===== src/rtl/val_rdy_skid_queue.sv =====
// Two-entry val/rdy queue with fully registered outputs, used as a skid buffer
// between pipeline stages; sustains one message per cycle under continuous flow.
module val_rdy_skid_queue #(
    parameter int p_nbits = 32
) (
    input  logic               clk,
    input  logic               reset,
    input  logic               enq_val,
    output logic               enq_rdy,
    input  logic [p_nbits-1:0] enq_msg,
    output logic               deq_val,
    input  logic               deq_rdy,
    output logic [p_nbits-1:0] deq_msg,
    output logic [1:0]         num_free_entries
);

    typedef enum logic [1:0] {
        EMPTY = 2'd0,
        ONE   = 2'd1,
        TWO   = 2'd2
    } state_t;

    state_t             state;
    logic [p_nbits-1:0] head;
    logic [p_nbits-1:0] tail;
    logic               enq_fire;
    logic               deq_fire;

    // Handshake outputs come only from the state register, never from the other side's inputs.
    assign enq_rdy          = (state != TWO) && !reset;
    assign deq_val          = (state != EMPTY) && !reset;
    assign deq_msg          = head;
    assign num_free_entries = reset ? 2'd2 : (2'd2 - 2'(state));

    assign enq_fire = enq_val && enq_rdy;
    assign deq_fire = deq_val && deq_rdy;

    always_ff @(posedge clk) begin
        if (reset) begin
            state <= EMPTY;
        end else begin
            case (state)
                EMPTY: if (enq_fire) state <= ONE;
                ONE: begin
                    if (enq_fire && !deq_fire)
                        state <= TWO;
                    else if (!enq_fire && deq_fire)
                        state <= EMPTY;
                end
                TWO:     if (deq_fire) state <= ONE;
                default: state <= EMPTY;
            endcase
        end
    end

    // Head always holds the oldest message; tail only ever holds the second one.
    always_ff @(posedge clk) begin
        if (enq_fire && ((state == EMPTY) || ((state == ONE) && deq_fire)))
            head <= enq_msg;
        else if ((state == TWO) && deq_fire)
            head <= tail;

        if (enq_fire && (state == ONE) && !deq_fire)
            tail <= enq_msg;
    end

`ifndef SYNTHESIS
    always @(posedge clk) begin
        if (!reset) begin
            assert (!$isunknown(enq_val));
            assert (!$isunknown(deq_rdy));
            assert (2'(state) != 2'd3);
        end
    end
`endif

endmodule


===== config.mk =====
export PLATFORM = sky130hd
export DESIGN_NAME = val_rdy_skid_queue
export DESIGN_NICKNAME = d
export VERILOG_FILES = /design/src/rtl/val_rdy_skid_queue.sv
export SDC_FILE = /design/constraint.sdc
export NUM_CORES = 1
export LEC_CHECK = 0
export ABC_AREA = 1
export BUFFER_PORTS_ARGS = -buffer_cell sky130_fd_sc_hd__buf_2
export CORE_MARGIN = 3
export CORE_UTILIZATION = 46
export DETAILED_ROUTE_END_ITERATION = 10
export PLACE_DENSITY = 0.79
export REMOVE_ABC_BUFFERS = 1
export SKIP_CTS_REPAIR_TIMING = 1
export SLEW_MARGIN = 5
export SYNTH_ARGS = -nofsm -noshare
export SYNTH_HDL_FRONTEND = slang
export SYNTH_SLANG_ARGS = --single-unit

===== constraint.sdc =====
create_clock -name clk -period 2.55 [get_ports clk]
set_clock_uncertainty 0.2 [all_clocks]
set_input_delay 0.1275 -clock clk [delete_from_list [all_inputs] [get_ports clk]]
set_output_delay 0.1275 -clock clk [all_outputs]
set_load 0.01 [all_outputs]

==> results.yml, run 1 <==
synthesis:
  synth-simple-area-share: 0.201
  synth-compound-area-share: 0.00378
  synth_xor_area_frac: 0
  synth_cells: 210
  synth_area_sq_mm: 0.00265
  synth.distinct_cells: 16
  synth_warnings: 0
  synthAdderAreaFrac: 0.0142
  yosysSeqAreaShare: 0.741
  muxShareOfSynthArea: 0
  synth_top_family_by_area: "simple AND/OR/NAND/NOR gates"
  synth_seq_cells: 66
  syn_area_per_cell_sq_um: 12.6
global_routing:
  grt_pass1_wl_um: 7910
  grt_usage: 0.162
  grt_pass1_vias: 1672
  grt_max_degree: 34
  grt_overflow: 0
  antenna_found_initial: 0
sta:
  hold_viol: 0
  worst_slew_pin_slew_ns: 0.347
  clock.fmax_mhz: 446
  finalWorstSetupSlack_ns: 0.307
  drv_slew: 0
  rsz0062_at_grt: "false"
  period_share: 0.880
  slew_headroom: 0.769
  fin_tns_setup_ns: 0
  setup_viol_count_final: 0
  finalCriticalPeriod_ns: 2.24
worst_setup_path:
  end_kind: "register"
  path_delay_family: "simple AND/OR/NAND/NOR gates"
  r2r-start: "state[0]"
  cp.required_ns: 2.36
  path_cells: "inv_1 > ha_1 > inv_2 > nand2_2 > nor2_4 > nand2_2 > nand2_4 > nand2_4 > nand2_1 > buf_4"
  arrival_ns: 2.06
  crit_fanout: 33
  path_buf_inv: 3
  cpMaxStageDelayCell: "dfxtp_1"
  startpoint_type: "register"
  startpoint: "state[0]"
  critical_path.max_stage_delay_ns: 0.35
  worstSetupPathType: "reg -> reg"
cells_and_area:
  final.fill_count: 415
  drive_gt1_frac: 0.311
  instances_no_fill: 398
  area_delta_synth_final_pct: 35.5
  postLayoutCoreUtil: 0.672
  area.sequential_sq_mm: 0.00196
  design_area_sq_mm: 0.00359
  nNetsFinal: 362
  diodes: 0
  multi_input_area_sq_um: 579
clocking:
  cts_buffer_depth: 2
  cts.sinks: 66
  ctsRootBufferMaster: "clkbuf_8"
  cts_inserted_buffers: 9
  worstSkewPairLatency_ns: 0.32
  cts_tree: "done"
  h-tree-depth: 3
  clkTransAtPathRegs_ns: 0.07
routing:
  dr_wl_met3_um: 345
  wl_met1_um: 2180
  maxUsedRoutingLayer: "met4"
  wl_met2_um: 2870
  vias: 1877
  drc_errors: 0
  postRouteAntennaNets: 0
  wl_um: 5440
  drt_iter0_drc: 143
  routedWlPerCell_um: 13.7
  viasPerCell: 4.72
  drt_pass1_iterations: 5
placed_design:
  place_hpwl_um: 3570
  dp.cells: 349
  post-place-ws_ns: 0.293
  gp_congestion: 0.632
  placed_cell_area_sq_mm: 0.00307
  numPortBuffers: 71
power:
  p_leak_uw: 0.00156
  peakVddDrop_mv: 0.435
  powerDensity_mw_per_mm2: 736
floorplan:
  core_area_sq_mm: 0.00534
  row_count: 26
  die_h_um: 81.8
  ios: 72
  die_x_um: 81.8
  die_area_sq_mm: 0.00670
  initial_core_util: 0.496
min_path:
  min_path_type: "in -> reg"
  hp-start: "deq_rdy"
job:
  cap_violations: 0
outcome:
  status: "finished clean"
[routing by layer]
metal	up-vias	global-route usage
met3	4	0.0329
met4	0	0.0764
li1	949	-
met2	66	0.271
met1	858	0.201
met5	-	0
[registers in the layout (all words and copies together) (netlist names)]
name	cells
state	2
tail	32
deq_msg	32
[area by class of cell]
class / count / share of cell area
clock buffers: 10 / 0.0356
inverters: 9 / 0.00942
repair buffers: 111 / 0.206
clock inverters: 6 / 0.0161
flip-flops and latches: 66 / 0.547
multi-input cells: 126 / 0.162
well taps: 70 / 0.0244
[logic make-up after synthesis]
group           Yosys count
buf+inv                  18
flops                    66
compound gates            2
simple gates            121
fa+ha+maj                 3
[per-stage QoR]
step | total power [uW] | hold slack, ns
final | 2640 | 0.0546
after global routing | 2780 | 0.104
after CTS | 2630 | -0.219
after detailed placement | 1810 | 0.122
after global placement | 1800 | 0.122
after floorplan | 1630 | -0.00343
[layout by cell type (no fill, tap or decap), types with 6 or more instances in the layout]
master,instances
nand3_1,36
nand2_1,75
buf_2,71
clkbuf_8,9
inv_1,6
edfxtp_1,64
buf_4,7
dlygate4sd3_1,33
[worst paths after layout]
kind	to	slack, ns	cells past startpoint
setup / recovery	deq_msg[18]	0.31	10
hold reg to reg	state[1]	0.30	2
hold / removal	state[1]	0.05	4
setup reg to reg	deq_msg[18]	0.31	10
[worst reg2reg max path: cells and delay by family (launching register included)]
kind	cells	cell delay, ns
flip-flops	1	0.35
buffers and inverters	3	0.44
adder cells (fa/ha/maj)	1	0.24
AND/OR/NAND/NOR	6	0.70
[power breakdown]
| part | total, uW | internal, uW | switching, uW |
|---|---|---|---|
| combinational | 487 | 183 | 304 |
| sequential | 1340 | 1310 | 25.5 |
| clock | 816 | 445 | 372 |
[synth_stat cells (all sizes together)]
library cell	instances	area share
ha	3	0.014
dfxtp	2	0.015
a21oi	2	0.0038
edfxtp	64	0.73
nor2	5	0.011
nand3	36	0.068
inv	9	0.013
buf	9	0.027
nand2	80	0.12
(Power assumes the default switching activity.)
==> inputs of run 2 (changes only) <==
--- a/config.mk
+++ b/config.mk
@@ -8,9 +8,10 @@
 export ABC_AREA = 1
 export BUFFER_PORTS_ARGS = -buffer_cell sky130_fd_sc_hd__buf_2
 export CORE_MARGIN = 3
-export CORE_UTILIZATION = 46
+export CORE_UTILIZATION = 51
+export CTS_CLUSTER_DIAMETER = 200
 export DETAILED_ROUTE_END_ITERATION = 10
-export PLACE_DENSITY = 0.79
+export PLACE_DENSITY = 0.83
 export REMOVE_ABC_BUFFERS = 1
 export SKIP_CTS_REPAIR_TIMING = 1
 export SLEW_MARGIN = 5
==> constraint.sdc (replaced) <==
create_clock -name clk -period 2.5 [get_ports clk]
set_clock_uncertainty 0.2 [all_clocks]
set_input_delay 0.125 -clock clk [delete_from_list [all_inputs] [get_ports clk]]
set_output_delay 0.125 -clock clk [all_outputs]
set_load 0.01 [all_outputs]
==> run 2 against run 1 <==
  * Non-clock buffer count unchanged
  * Core utilization up 5.5 points
  * Via count up 0.69%
  * Largest power group unchanged
  * Combinational power up 3%
  * Sequential power about the same
  * Total power down 2.5%
  * Critical endpoint is now tail[22]
  * Hold slack better by 0.025 ns
  * Die area down 9.1%
  * Sequential share of layout area up 0.56 points
  * Global-route usage up 0.27 points
  * Setup slack better by 0.039 ns
  * Flip-flop and latch count unchanged
==> results.yml, run 2 (synthesis results as in run 1) <==
outcome:
  status: "finished clean"
power:
  p_comb_frac: 0.195
  seq_power_share: 0.529
  p_switching_uw: 701
  p_leak_uw: 0.00154
  powerDensity_mw_per_mm2: 725
  total_power_uw: 2570
  p_sw_frac: 0.272
  internal-power_uw: 1870
  clockPowerShare: 0.276
  peakVddDrop_mv: 0.435
floorplan:
  row_count: 25
  die_h_um: 78.0
  die_area_sq_mm: 0.00609
  initial_core_util: 0.542
  core_area_sq_mm: 0.00488
  die_x_um: 78.0
  ios: 72
clocking:
  worstSkewPairLatency_ns: 0.33
  ctsRootBufferMaster: "clkbuf_8"
  cts_tree: "done"
  cts_buffer_depth: 2
  cts.sinks: 66
  cts_inserted_buffers: 9
  h-tree-depth: 3
  clkTransAtPathRegs_ns: 0.06
global_routing:
  grt_usage: 0.165
  grt_max_degree: 33
  grt_use_met3: 0.0550
  grt_pass1_vias: 1601
  grt_pass1_wl_um: 7530
  grt_overflow: 0
  use_met1: 0.209
  antenna_found_initial: 0
  met2_usage: 0.259
  busiest_layer: "met2"
cells_and_area:
  final_cell_mix: "nand2_1, buf_2, edfxtp_1"
  area_delta_synth_final_pct: 34.1
  final.fill_count: 332
  final_common_cell: "nand2_1"
  drive_gt1_frac: 0.302
  postLayoutCoreUtil: 0.727
  nNetsFinal: 362
  diodes: 0
worst_setup_path:
  startpoint_type: "register"
  end_kind: "register"
  critical_path.max_stage_delay_ns: 0.36
  path_common_cell: "inv_1"
  crit_fanout: 19
  worstSetupPathType: "reg -> reg"
  path_cells: "inv_1 > ha_1 > nor2_2 > nand2_2 > inv_2 > nand3_1 > inv_1 > buf_4"
  cp.required_ns: 2.31
  path_delay_family: "buffers and inverters"
  cpMaxStageDelayCell: "dfxtp_1"
  arrival_ns: 1.96
  path_buf_inv: 4
min_path:
  min_path_type: "in -> reg"
sta:
  rsz0062_at_grt: "false"
  fin_tns_setup_ns: 0
  slew_headroom: 0.779
  drv_slew: 0
  clock.fmax_mhz: 464
  hold_viol: 0
  period_share: 0.862
  hold_slack_ns: 0.0792
  setup_viol_count_final: 0
  worst_slew_pin_slew_ns: 0.332
  finalCriticalPeriod_ns: 2.15
routing:
  drt_iter0_drc: 175
  drt_pass1_iterations: 4
  wl_um: 5280
  vias: 1890
  postRouteAntennaNets: 0
  drc_errors: 0
  viasPerCell: 4.78
  routedWlPerCell_um: 13.4
placed_design:
  gp_congestion: 0.764
  numPortBuffers: 71
  place_hpwl_um: 3360
job:
  cap_violations: 0
run 2: changes by cell type in the layout (fill, tap and decap cells not counted):
cell / change
clkbuf_1: +1
clkinv_2: -1
bufinv_16: -1
clkinv_1: +2
clkinv_4: -1
run 2: power groups by stage:
stage                     registers [uW]  logic, uW  clock network (uW)
after floorplan                     1420        245                   0
after global placement              1380        450                   0
after detailed placement            1380        464                   0
after CTS                           1360        465                 721
after global routing                1370        560                 779
final                               1360        502                 710
run 2: worst paths after layout:
path	start	endpoint	slack [ns]	depth (start not counted)
setup / recovery	state[0]	tail[22]	0.35	8
hold / removal	deq_rdy	state[1]	0.08	4
setup reg to reg	state[0]	tail[22]	0.35	8
hold reg to reg	state[1]	state[1]	0.30	2
run 2: layout make-up:
cell class	count	area [sq um]	share of cell area
inverters	9	33.8	0.00952
clock inverters	5	21.3	0.00599
repair buffers	111	738	0.208
multi-input cells	126	579	0.163
clock buffers	11	131	0.0370
flip-flops and latches	66	1960	0.553
well taps	67	83.8	0.0236
run 2: routing by layer:
metal  vias to the layer above  wire length (um)  share of wire
met3                         8               374          0.071
met4                         0                90          0.017
met1                       861              2140           0.41
li1                        949                 -              -
met5                         -                 0              0
met2                        72              2670           0.51
run 2: per-stage QoR:
stage	instances	setup slack (ns)	instance area [sq um]
floorplan	201	-0.307	2570
global placement	346	0.462	3070
detailed placement	346	0.354	3070
CTS	362	0.346	3220
global route	395	0.170	3550
finish	395	0.346	3550
run 2: worst reg2reg max path: cells and delay by family (launching register included):
family | cells | cell delay, ns
buffers and inverters | 4 | 0.66
and+or+nand+nor | 3 | 0.34
adders and majority gates | 1 | 0.26
DFF | 1 | 0.36
==> inputs of run 3 (changes only) <==
--- a/config.mk
+++ b/config.mk
@@ -12,6 +12,7 @@
 export CTS_CLUSTER_DIAMETER = 200
 export DETAILED_ROUTE_END_ITERATION = 10
 export PLACE_DENSITY = 0.83
+export RECOVER_POWER = 100
 export REMOVE_ABC_BUFFERS = 1
 export SKIP_CTS_REPAIR_TIMING = 1
 export SLEW_MARGIN = 5
==> run 3 against run 2 <==
  * Core utilization fell by 1.8 points
  * Global-route usage did not move
  * Register-to-register slack got worse by 0.06 ns
  * Largest power group unchanged
  * Largest cell class unchanged
==> results.yml, run 3 (synthesis results as in run 1) <==
outcome:
  status: "finished clean"
job:
  cap_violations: 0
worst_setup_path:
  cp.required_ns: 2.30
  crit_fanout: 13
  timing.rr.end: "tail[24]"
  r2r-start: "state[0]"
  startpoint_type: "register"
  worstSetupPathType: "reg -> reg"
  rrSetupSlack_ns: 0.29
  rr_worst_depth: 8
  end_kind: "register"
  arrival_ns: 2.01
power:
  p_leak_uw: 0.00136
  total_power_uw: 2550
  powerDensity_mw_per_mm2: 737
  peakVddDrop_mv: 0.421
sta:
  fin_tns_setup_ns: 0
  worst_slew_pin_slew_ns: 0.349
  period_share: 0.885
  clock.fmax_mhz: 452
  slew_headroom: 0.767
  drv_slew: 0
  rsz0062_at_grt: "false"
  setup_viol_count_final: 0
  finalCriticalPeriod_ns: 2.21
  hold_viol: 0
global_routing:
  grt_pass1_wl_um: 7530
  grt_pass1_vias: 1601
  grt_usage: 0.165
  antenna_found_initial: 0
  grt_overflow: 0
  grt_max_degree: 33
routing:
  wl_um: 5310
  drc_errors: 0
  dr_wl_met3_um: 362
  viasPerCell: 4.79
  drt_pass1_iterations: 4
  postRouteAntennaNets: 0
  routedWlPerCell_um: 13.4
  maxUsedRoutingLayer: "met4"
  vias: 1893
  drt_iter0_drc: 150
  wl_met2_um: 2670
  wl_met1_um: 2190
cells_and_area:
  drive_gt1_frac: 0.0945
  diodes: 0
  final_common_cell: "nand2_1"
  area_delta_synth_final_pct: 30.8
  nNetsFinal: 362
  final.fill_count: 373
  multi_input_area_sq_um: 574
  final_cell_mix: "nand2_1, clkbuf_1, edfxtp_1"
  postLayoutCoreUtil: 0.709
  area.sequential_sq_mm: 0.00196
  instances_no_fill: 395
min_path:
  holdPathEnd: "state[1]"
  hold_depth: 4
  hp-start: "deq_rdy"
  min_path_type: "in -> reg"
floorplan:
  ios: 72
  core_area_sq_mm: 0.00488
  die_x_um: 78.0
  die_h_um: 78.0
  row_count: 25
  die_area_sq_mm: 0.00609
  initial_core_util: 0.542
clocking:
  cts_tree: "done"
  clkTransAtPathRegs_ns: 0.06
  cts_inserted_buffers: 9
  cts_buffer_depth: 2
  h-tree-depth: 3
  ctsRootBufferMaster: "clkbuf_8"
  worstSkewPairLatency_ns: 0.33
  cts.sinks: 66
placed_design:
  dp.cells: 346
  gp_congestion: 0.764
  place_hpwl_um: 3360
  numPortBuffers: 71
[run 3: cell count changes in the layout (fill, tap and decap cells not counted), sizes merged]
| cell | previous run | this run |
|---|---|---|
| clkbuf | 11 | 79 |
| buf | 78 | 10 |
[run 3: layout make-up]
cell class                 instances  area share
clock buffer                      11      0.0380
clock inverter                     5     0.00615
inverter                           9     0.00976
multi-input combinational        126       0.166
sequential                        66       0.567
tap                               67      0.0242
timing repair buffer             111       0.189
[run 3: how the worst max path moves through the flow]
stage / start / slack, ns / cells after the start / end
final: state[0] / 0.29 / 8 / tail[24]
after global routing: state[0] / 0.1 / 8 / tail[14]
after CTS: state[0] / 0.35 / 8 / tail[15]
after detailed placement: state[0] / 0.35 / 8 / tail[20]
after global placement: state[0] / 0.46 / 8 / tail[15]
after floorplan: state[0] / -0.31 / 7 / deq_msg[0]
[run 3: stage by stage]
step | setup WS, ns | hold slack, ns | cell area, sq um
6_report | 0.288 | 0.0747 | 3460
2_1_floorplan | -0.307 | -0.00593 | 2570
5_1_grt | 0.0960 | 0.0900 | 3460
3_3_place_gp | 0.462 | 0.120 | 3070
3_5_place_dp | 0.354 | 0.119 | 3070
4_1_cts | 0.346 | -0.227 | 3220
[run 3: routing by layer]
layer / vias up / track usage
met3: 8 / 0.0550
met2: 69 / 0.259
met1: 868 / 0.209
met4: 0 / 0.0752
met5: - / 0
li1: 948 / -
[run 3: worst max-delay path, cell delays in order, from the launching register on]
cell and delay, ns:
dfxtp_1 0.36, inv_1 0.10, ha_1 0.26, nor2_2 0.13, nand2_2 0.08, inv_2 0.20, nand3_1 0.14, inv_1 0.09
clkbuf_2 0.32
[run 3: power breakdown]
group | internal (uW) | switching [uW] | total, uW
logic | 163 | 312 | 475
clock network | 347 | 366 | 712
registers | 1340 | 25.7 | 1360
total | 1850 | 703 | 2550
